--- src/rtl/etc_block_scheduler.sv ---
// ETC2 RGB block scheduler: classifies each incoming 64-bit block into one of five
// colour modes, strobes the decoders until they report ready (or a timeout expires),
// then holds the captured result for the pixel stage until it is accepted.
module etc_block_scheduler #(
    parameter int unsigned TIMEOUT = 15
) (
    input  logic        sclk,
    input  logic        rsrt,
    input  logic        blk_valid,
    output logic        blk_ready,
    input  logic [63:0] blk_data,
    output logic        dec_rtr,
    output logic [2:0]  dec_mode,
    output logic [63:0] dec_block,
    input  logic        dec_rts,
    input  logic [23:0] dec_c0,
    input  logic [23:0] dec_c1,
    input  logic [23:0] dec_c2,
    output logic        out_valid,
    input  logic        out_ready,
    output logic [2:0]  out_mode,
    output logic [63:0] out_block,
    output logic [23:0] out_c0,
    output logic [23:0] out_c1,
    output logic [23:0] out_c2,
    output logic [15:0] blk_cnt,
    output logic        err_timeout
);

    localparam logic [2:0] ModeIndividual   = 3'd0;
    localparam logic [2:0] ModeDifferential = 3'd1;
    localparam logic [2:0] ModeT            = 3'd2;
    localparam logic [2:0] ModeH            = 3'd3;
    localparam logic [2:0] ModePlanar       = 3'd4;

    localparam logic [7:0] TimeoutCnt = 8'(TIMEOUT);

    typedef enum logic [1:0] {StIdle, StIssue, StOut} state_e;

    state_e      state_q, state_d;
    logic [7:0]  wait_cnt_q, wait_cnt_d;
    logic [15:0] blk_cnt_q;
    logic [2:0]  blk_mode;
    logic [6:0]  sum_r, sum_g, sum_b;
    logic        blk_accept, issue_done, timeout_hit, out_fire;

    // Mode classification: a base+delta channel that leaves 0..31 selects T/H/Planar.
    always_comb begin
        sum_r = {2'b00, blk_data[63:59]} + {{4{blk_data[58]}}, blk_data[58:56]};
        sum_g = {2'b00, blk_data[55:51]} + {{4{blk_data[50]}}, blk_data[50:48]};
        sum_b = {2'b00, blk_data[47:43]} + {{4{blk_data[42]}}, blk_data[42:40]};
        if (!blk_data[33]) begin
            blk_mode = ModeIndividual;
        end else if (sum_r[6:5] != 2'b00) begin
            blk_mode = ModeT;
        end else if (sum_g[6:5] != 2'b00) begin
            blk_mode = ModeH;
        end else if (sum_b[6:5] != 2'b00) begin
            blk_mode = ModePlanar;
        end else begin
            blk_mode = ModeDifferential;
        end
    end

    // Handshake and timeout qualifiers; dec_rts only matters while issuing.
    always_comb begin
        blk_accept  = (state_q == StIdle) && blk_valid;
        issue_done  = (state_q == StIssue) && dec_rts;
        timeout_hit = (state_q == StIssue) && !dec_rts && ((wait_cnt_q + 8'd1) == TimeoutCnt);
        out_fire    = (state_q == StOut) && out_ready;
        wait_cnt_d  = wait_cnt_q;
        if (blk_accept) begin
            wait_cnt_d = 8'd0;
        end else if ((state_q == StIssue) && !dec_rts) begin
            wait_cnt_d = wait_cnt_q + 8'd1;
        end
    end

    // FSM state register.
    always_ff @(posedge sclk or negedge rsrt) begin
        if (!rsrt) begin
            state_q <= StIdle;
        end else begin
            state_q <= state_d;
        end
    end

    // FSM next-state logic.
    always_comb begin
        state_d = state_q;
        unique case (state_q)
            StIdle:  if (blk_valid) state_d = StIssue;
            StIssue: if (dec_rts || timeout_hit) state_d = StOut;
            StOut:   if (out_ready) state_d = StIdle;
            default: state_d = StIdle;
        endcase
    end

    // FSM outputs; rtr follows the state so reset drops it without waiting for a clock.
    always_comb begin
        blk_ready = (state_q == StIdle);
        dec_rtr   = (state_q == StIssue);
        out_valid = (state_q == StOut);
    end

    // Datapath: issue registers, captured result, counters and sticky error.
    always_ff @(posedge sclk or negedge rsrt) begin
        if (!rsrt) begin
            dec_block   <= 64'd0;
            dec_mode    <= ModeIndividual;
            out_block   <= 64'd0;
            out_mode    <= ModeIndividual;
            out_c0      <= 24'd0;
            out_c1      <= 24'd0;
            out_c2      <= 24'd0;
            wait_cnt_q  <= 8'd0;
            blk_cnt_q   <= 16'd0;
            err_timeout <= 1'b0;
        end else begin
            wait_cnt_q <= wait_cnt_d;
            if (blk_accept) begin
                dec_block <= blk_data;
                dec_mode  <= blk_mode;
            end
            if (issue_done || timeout_hit) begin
                out_block <= dec_block;
                out_mode  <= dec_mode;
            end
            if (issue_done) begin
                out_c0 <= dec_c0;
                out_c1 <= dec_c1;
                out_c2 <= dec_c2;
            end else if (timeout_hit) begin
                out_c0      <= 24'd0;
                out_c1      <= 24'd0;
                out_c2      <= 24'd0;
                err_timeout <= 1'b1;
            end
            if (out_fire) begin
                blk_cnt_q <= blk_cnt_q + 16'd1;
            end
        end
    end

    assign blk_cnt = blk_cnt_q;

endmodule

--- config.mk ---
export PLATFORM = sky130hd
export DESIGN_NAME = etc_block_scheduler
export DESIGN_NICKNAME = d
export VERILOG_FILES = /design/src/rtl/etc_block_scheduler.sv
export SDC_FILE = /design/constraint.sdc
export NUM_CORES = 1
export LEC_CHECK = 0
export ABC_CLOCK_PERIOD_IN_PS = 3300
export BUFFER_PORTS_ARGS = -buffer_cell sky130_fd_sc_hd__buf_4
export CORE_AREA = 2 2 144 146
export CTS_BUF_LIST = sky130_fd_sc_hd__clkbuf_4
export CTS_CLUSTER_SIZE = 12
export DETAILED_ROUTE_END_ITERATION = 8
export DIE_AREA = 0 0 146 148
export GPL_ROUTABILITY_DRIVEN = 0
export HOLD_SLACK_MARGIN = 0.02
export PLACE_DENSITY = 0.82
export SLEW_MARGIN = 20
export SYNTH_ARGS = -nofsm -noshare
export SYNTH_HDL_FRONTEND = slang
export SYNTH_SLANG_ARGS = --single-unit
export TNS_END_PERCENT = 30
--- constraint.sdc ---
create_clock -name sclk -period 3.3 [get_ports sclk]
set_input_delay 0.99 -clock sclk [delete_from_list [all_inputs] [get_ports sclk]]
set_output_delay 0.99 -clock sclk [all_outputs]
set_load 0.05 [all_outputs]
# ---- Yosys cells after proc, flatten, opt, wreduce, memory -nomap -nowiden
# Cells that the tools add are included.
dict set report op_classes {
  addsub 5
  eq_ne 6
  mux 14
  bitwise 1
  reduce_logical 16
}
# cell count
set ops {}
lappend ops {{$mux W24} 4}
lappend ops {{$add A6 B3 Y7} 3}
lappend ops {{$add A16 B1 Y16 const B} 1}
lappend ops {{$mux W8} 2}
lappend ops {{$mux W3} 4}
lappend ops {{$reduce_bool A2 Y1} 5}
lappend ops {{$add A8 B1 Y8 const B} 1}
lappend ops {{$eq A8 B4 Y1 const B} 1}
lappend ops {{$mux W2} 3}
lappend ops {{$pmux W2 S3} 1}
lappend ops {{$logic_and A1 B1 Y1} 5}
lappend ops {{$ne A2 B1 Y1 const B} 2}
lappend ops {{$reduce_and A3 Y1} 1}
lappend ops {{$eq A2 B1 Y1 const B} 1}
lappend ops {{$eq A2 B2 Y1 const B} 1}
lappend ops {{$logic_not A2 Y1} 1}
lappend ops {{$logic_or A1 B1 Y1} 2}
lappend ops {{$ne A2 B2 Y1 const B} 1}
lappend ops {{$reduce_and A2 Y1} 1}
lappend ops {{$logic_not A1 Y1} 1}
lappend ops {{$not A1 Y1} 1}
dict set report word_totals {
  register_bits 233
  inputBits 141
  output_inout_bits 226
  elab_cells 53
}

# ---- Depth between registers and ports, before layout
# Gate-level depths: netlist of run 1.
dict set report depth {
  word_depth 6
  depth_mapped 9
}

# ---- Worst setup path before layout of run 1
# OpenSTA, ideal clock, no wires.
dict set report synth_path {
  kind {register to register}
  from {reg state_q[1]}
  to {reg out_block[45]}
  setup_ns 0.125
  t_arrival_ns 2.423
  required_ns 3.175
  path_slack_ns 0.752
  stages_incl_launch_ff 8
  n_path_buf 3
  cell_sequence {dfrtp_1 > nor2b_1 > nand2b_1 > clkbuf_1 > o31a_1 > buf_6 > buf_6 > mux2_4}
}
dict set report synth_between {
  elab_chain_len 4
}
# item line_no
set synth_lines {}
lappend synth_lines {{start, declared} 40} ;# state_e state_q, state_d;
lappend synth_lines {{start signal, assigned} 82} ;# state_q <= StIdle;
lappend synth_lines {{start signal, assigned} 84} ;# state_q <= state_d;
lappend synth_lines {{$eq A2 B1 Y1 (*)} -}
lappend synth_lines {{named net dec_rtr} 12} ;# output logic dec_rtr,
lappend synth_lines {{$logic_and A1 B1 Y1 (2 in series)} 69} ;# timeout_hit = (state_q == StIssue) && !dec_rts && ((wait_cnt_q + 8'd1) == TimeoutCnt);
lappend synth_lines {{$logic_or A1 B1 Y1 (*)} 125} ;# if (issue_done || timeout_hit) begin
lappend synth_lines {{end signal, assigned} 126} ;# out_block <= dec_block;
lappend synth_lines {{end, declared} 22} ;# output logic [63:0] out_block,
# The timed path passes the listed nets; every way through them passes the cells marked *.
# A chain may end at the register's enable or synchronous reset.

# ---- Final worst setup path of run 1
dict set report layout_path {
  from {reg state_q[1]}
  to {out dec_rtr}
}
dict set report layout_between {
  elab_chain_len 1
}
# item line_no
set layout_lines {}
lappend layout_lines {{$eq A2 B1 Y1} 102} ;# dec_rtr = (state_q == StIssue);
lappend layout_lines {{end, declared} 12}
# No other way between the ends.

==> run summary, run 1 <==
gr ovfl total = 0
sequential share of the synthesized area = 61.2%
nets@finish = 1460
CP top delay family = simple AND/OR/NAND/NOR gates
Yosys top cell area share = 61.2%
total chip power = 16200 uW
clk_lat worst skew = 0.67 ns
Crit Path Category = reg2out
max incr delay on CP = 0.42 ns
Clock transition at path regs = 0.07 ns
Final Critical Period = 2.76 ns
Max Cap Viol = 0
Mapped Area = 9530 um2
Sequential Area = 5830 um2
Critical Path Sink Type = output port
starting density of the core = 47.5%
number of port buffers = 366
arrival time at the worst endpoint = 1.77 ns
drc violations = 0
crit path buf inv count = 1
most frequent cells in the layout = 377 x buf_4, 345 x nand2_1, 233 x dfrtp_1, 93 x o21ai_0, 89 x clkbuf_4
setup TNS = 0 ns
die height = 148 um
clock sinks = 233
drt total wl = 26.3 mm
DRT iter0 DRCs = 227
wire per inst = 16.3 um
Worst-Margin Slew = 0.773 ns
Core Util, Final = 66.5%
worst r2r path cells = 7
Area Overhead vs Synth = 39.8%
Root Driver = clkbuf_4
largest net degree at the start of global routing = 83
Worst Path Required = 2.31 ns
crit path max fanout = 5
post-DR vias/cell = 4.98
Final ANT Viol Nets = 0
drt pass-1 iters = 4
unrepaired setup endpoints after global routing = no
Area after DPL = 12600 um2
final period utilization = 83.7%
CTS Buf Count = 60
syn nets = 1064
Seq cells post-synth = 233
Reg-to-Reg Start = wait_cnt_q[0]$_DFFE_PN0P_
Avg Cell Area, Syn = 10.5 um2
Max-slew headroom = 48.4%
yosys warns = 0
most common cell after layout, fill and taps aside = buf_4
largest area contributor in the netlist = dfrtp_1
first-pass GRT wire length = 41.6 mm
row cnt = 52
fraction of layout cells with a size suffix above 1 = 41.2%
initial antenna violation count = 0
RR Endpoint = out_block[51]$_DFFE_PN0P_
Tot GR Track Use = 23.8%
die area = 21600 um2
I/O Pins = 367
CTS tree = built
Layout Skew = 0.0268 ns
clock buffer depth = 3
Hold Slack = 0.303 ns
vias in the first global route = 8364
Leakage Power = 0.00707 uW
final setup fails = 0
via count = 8001
maximum vdd drop = 1.00 mV
Setup Buffers After CTS = 0
min-delay worst type = in2async
Slew Viols, Final = 0
area of the multi-input gates = 3480 um2
worst-path cell chain = nor2b_1 > buf_4
slowest CP cell = nor2b_1
Unique masters post-synth = 40
fillcell total = 1540
setup slack, reg-to-reg = 0.63 ns
hpwl dp = 18.5 mm
crit start category = register
outcome = completed
Cells after Synth = 905
die span in x = 146 um
CTS H-tree depth = 2
ranking of synthesized cells by area = dfrtp_1 61%, nand2_1 14%, mux2_2 5.8%, o21ai_0 4.9%, mux2_4 3.0%
Max Clock Freq = 362 MHz
cts repair resizes = 0
final hold vios = 0
Hold Buf Count CTS = 0
P per Cell Area = 1210 nW/um2
core area = 20000 um2
final instance area = 13300 um2
n_diodes = 0
worst max-delay path by stage:
| stage | startpoint | cells past startpoint | end | slack (ns) |
|---|---|---|---|---|
| floorplan | state_q[1]$_DFFE_PN0P_ | 7 | out_block[45]$_DFFE_PN0P_ | 0.75 |
| global placement | blk_data[58] | 6 | dec_mode[1]$_DFFE_PN0P_ | 0.46 |
| detailed placement | blk_data[58] | 6 | dec_mode[1]$_DFFE_PN0P_ | 0.38 |
| CTS | state_q[1]$_DFFE_PN0P_ | 2 | dec_rtr | 0.47 |
| global route | wait_cnt_q[2]$_DFFE_PN0P_ | 6 | out_block[22]$_DFFE_PN0P_ | 0.44 |
| finish | state_q[1]$_DFFE_PN0P_ | 2 | dec_rtr | 0.54 |
worst register-to-register path: stages, from the launching register on:
cell and delay [ns]:
dfrtp_1 0.44, ha_1 0.32, xnor2_1 0.20, nand4_1 0.11
a211o_1 0.33, o31a_2 0.57, buf_4 0.29, mux2_4 0.31
kinds of logic after synthesis:
| family | share of synthesized area, % |
|---|---|
| and+or+nand+nor | 16.7 |
| adders and majority gates | 2.36 |
| muxes | 8.79 |
| buffers and inverters | 2.48 |
| AOI/OAI and AO/OA | 6.50 |
| DFF | 61.2 |
| xor gates and xnor gates | 2.02 |
per-layer routing:
layer	vias up	global-route usage, %	part of all wire (%)
met5	-	0	0
met4	0	8.16	2.4
met3	53	9.10	9.7
met2	353	41.5	50
met1	3825	27.1	38
li1	3770	-	-
flip-flops by register name (all words and copies together), names as in the netlist, 2 cells and up:
register and cells:
out_block 64, state_q 2, dec_mode 3, dec_block 64
out_c1 24, out_mode 3, out_c0 24, blk_cnt 16
out_c2 24, wait_cnt_q 8
per-stage QoR:
step	cells	setup WS (ns)
finish	1606	0.537
CTS	1606	0.470
detailed placement	1509	0.376
global route	1606	0.435
global placement	1509	0.462
floorplan	905	0.752
report_power, final:
| part | total (uW) | switching (uW) | internal [uW] |
|---|---|---|---|
| registers | 4940 | 843 | 4100 |
| clock network | 2380 | 1100 | 1290 |
| logic | 8850 | 6200 | 2650 |
layout make-up:
type	instances	area share, %
Inverter	7	0.197
Sequential cell	233	43.8
Multi-Input combinational cell	617	26.1
Clock buffer	89	5.02
Timing Repair Buffer	382	22.0
Clock inverter	8	0.432
Tap cell	270	2.54
cell usage after synthesis, drive strengths merged:
master and count:
clkbuf 39, xor2 10, and2 3, buf 9, nand4 5, ha 18
a21oi 4, nor3 2, or3 1, nor2 11, nand2 347, nor2b 5
a311oi 1, a22o 1, o211a 2, a31oi 3, and4 1, or4b 1
and3b 1, mux2 68, a31o 1, o41ai 1, o31a 1, xnor2 12
a211oi 1, dfrtp 233, nand3 6, a211o 2, or2 1, nand2b 3
inv 7, nand3b 1, a32o 1, a2bb2oi 1, a21o 1, o21ai 93
and3 8
Power figures use the tool's default switching activity.
==> run 2: changes to the inputs <==
--- a/config.mk
+++ b/config.mk
@@ -5,16 +5,15 @@
 export SDC_FILE = /design/constraint.sdc
 export NUM_CORES = 1
 export LEC_CHECK = 0
-export ABC_CLOCK_PERIOD_IN_PS = 3300
+export ABC_CLOCK_PERIOD_IN_PS = 2500
 export BUFFER_PORTS_ARGS = -buffer_cell sky130_fd_sc_hd__buf_4
-export CORE_AREA = 2 2 144 146
+export CORE_UTILIZATION = 46
 export CTS_BUF_LIST = sky130_fd_sc_hd__clkbuf_4
 export CTS_CLUSTER_SIZE = 12
 export DETAILED_ROUTE_END_ITERATION = 8
-export DIE_AREA = 0 0 146 148
 export GPL_ROUTABILITY_DRIVEN = 0
 export HOLD_SLACK_MARGIN = 0.02
-export PLACE_DENSITY = 0.82
+export PLACE_DENSITY = 0.83
 export SLEW_MARGIN = 20
 export SYNTH_ARGS = -nofsm -noshare
 export SYNTH_HDL_FRONTEND = slang
==> constraint.sdc (replaced) <==
create_clock -name sclk -period 2.5 [get_ports sclk]
set_input_delay 0.75 -clock sclk [delete_from_list [all_inputs] [get_ports sclk]]
set_output_delay 0.75 -clock sclk [all_outputs]
set_load 0.05 [all_outputs]
==> run 2 against run 1 <==
Critical path depth grew 5. Clock power increased by 27%. Sequential power up 31%. Die area down 1.5%. Sequential cell count did not move. Power rose by 32%. Hold slack lost 0.044 ns. Setup slack got worse by 0.42 ns. Global-route usage rose by 0.26 points. Critical path type is now reg2reg. Largest power group unchanged. Highest routed layer unchanged.
==> run summary, run 2 (synthesis gave the netlist of run 1 again) <==
outcome = completed
die area = 21300 um2 (-1.5%)
Layout Skew = 0.0493 ns (+0.0225 ns)
final hold vios = 0 (unchanged)
DRT iter0 DRCs = 360 (+59%)
Crit Path Category = reg2reg
Final Critical Period = 2.39 ns
Final ANT Viol Nets = 0 (unchanged)
most common cell after layout, fill and taps aside = buf_4
vias in the first global route = 8313 (-0.61%)
I/O Pins = 367 (unchanged)
Leakage Power = 0.00713 uW (+0.83%)
Area Overhead vs Synth = 41.3%
arrival time at the worst endpoint = 2.91 ns (+1.14 ns)
first-pass GRT wire length = 41.1 mm (-1.1%)
row cnt = 52 (unchanged)
largest net degree at the start of global routing = 74 (-11%)
pre-CTS WS = -0.00551 ns (-0.382 ns)
drt pass-1 iters = 5 (+1)
fraction of layout cells with a size suffix above 1 = 41.7% (+0.52 points)
Slew Viols, Final = 0 (unchanged)
gr ovfl total = 0 (unchanged)
die height = 146 um (-1.4%)
most frequent cells in the layout = 388 x buf_4, 345 x nand2_1, 232 x dfrtp_1, 93 x o21ai_0, 79 x clkbuf_4
unrepaired setup endpoints after global routing = no
Worst-Margin Slew = 0.736 ns (-0.0371 ns)
fin cells = 1619 (+0.81%)
Tot GR Track Use = 24.1% (+0.26 points)
starting density of the core = 46.9% (-0.61 points)
wire per inst = 16.1 um (-1.3%)
final setup fails = 0 (unchanged)
post-DR vias/cell = 5.00 (+0.40%)
Max Clock Freq = 419 MHz
post-placement cell count = 1521 (+0.80%)
Clock transition at path regs = 0.07 ns (about the same)
CTS tree = built
Worst Path Required = 3.03 ns (+0.72 ns)
crit start category = register
CTS Buf Count = 59 (-1.7%)
Max-slew headroom = 50.9% (+2.5 points)
core area = 20300 um2 (+1.3%)
initial antenna violation count = 1 (+1)
number of port buffers = 366 (unchanged)
Max Cap Viol = 0 (unchanged)
clk_lat worst skew = 0.68 ns (about the same)
clock sinks = 233 (unchanged)
final period utilization = 95.5%
hpwl dp = 18.1 mm (-2.4%)
Root Driver = clkbuf_4
drc violations = 0 (unchanged)
maximum vdd drop = 1.23 mV (+23%)
CTS H-tree depth = 2 (unchanged)
P per Cell Area = 1580 nW/um2 (+30%)
Core Util, Final = 66.3% (-0.17 points)
Regs by FF count = dec_block x64, out_block x64
Setup Buffers After CTS = 0 (unchanged)
drt total wl = 26.1 mm (-0.47%)
via count = 8098 (+1.2%)
die span in x = 146 um (about the same)
clock buffer depth = 3 (unchanged)
final worst setup slack = 0.113 ns (-0.424 ns)
total chip power = 21300 uW (+32%)
min-delay worst type = in2reg
crit path max fanout = 17 (+12)
fillcell total = 1515 (-1.6%)
nets@finish = 1474 (+0.96%)
Critical Path Sink Type = register
-- run 2: worst paths after layout --
check	depth (start not counted)	startpoint	to	slack, ns
worst min register to register	1	blk_cnt[15]$_DFFE_PN0P_	blk_cnt[15]$_DFFE_PN0P_	0.49
worst min-delay path	3	blk_data[39]	dec_block[39]$_DFFE_PN0P_	0.26
worst max-delay path	7	wait_cnt_q[1]$_DFFE_PN0P_	out_block[59]$_DFFE_PN0P_	0.11
worst max register to register	7	wait_cnt_q[1]$_DFFE_PN0P_	out_block[59]$_DFFE_PN0P_	0.11
max in group asynchronous	3	rsrt	out_block[58]$_DFFE_PN0P_	1.17
min in group asynchronous	2	rsrt	dec_block[37]$_DFFE_PN0P_	0.60
-- run 2: metrics by stage --
stage	TNS [ns]	area [um2]	hold WS, ns
floorplan	0	9530	0.454
global placement	0	12700	0.456
detailed placement	-0.00551	12700	0.463
CTS	-0.00328	13400	0.197
global route	0	13500	0.206
finish	0	13500	0.259
-- run 2: critical path, cell delays in order, from the launching register on --
cell,delay (ns)
dfrtp_2,0.44
ha_2,0.24
xnor2_2,0.18
nand4_1,0.11
a211o_1,0.37
o31a_4,0.36
clkbuf_16,0.22
mux2_4,0.31
-- run 2: where the power goes --
part           switching (uW)  leakage (uW)  internal [uW]  total [uW]
logic                    8220       0.00379           3580       11800
registers                1080       0.00293           5410        6490
clock network            1460      0.000407           1550        3020
total                   10800       0.00713          10500       21300
-- run 2: area by class of cell --
type | count | area [um2] | area share [%]
sequential | 233 | 5830 | 43.3
multi-input combinational | 617 | 3500 | 26.0
clock inverter | 15 | 91.3 | 0.679
timing repair buffer | 397 | 3080 | 22.9
clock buffer | 79 | 593 | 4.41
inverter | 7 | 26.3 | 0.195
antenna | 1 | 2.50 | 0.0186
tap | 270 | 338 | 2.51
-- run 2: layer usage --
layer  vias to the layer above  share of wire [%]  global-route usage, %
met3                        53                9.1                   8.37
li1                       3814                  -                      -
met5                         -                  0                      0
met4                         0                2.7                   9.63
met2                       344                 49                   41.2
met1                      3887                 39                   27.6
-- run 2: timing repair --
action | CTS | global route
pin swaps | 0 | 2
hold buffers | 1 | 0
gates resized for setup | 0 | 5
hold endpoints to repair | 50 | 0
cloned | 0 | 2
endpoints found under the setup margin | 1 | 67
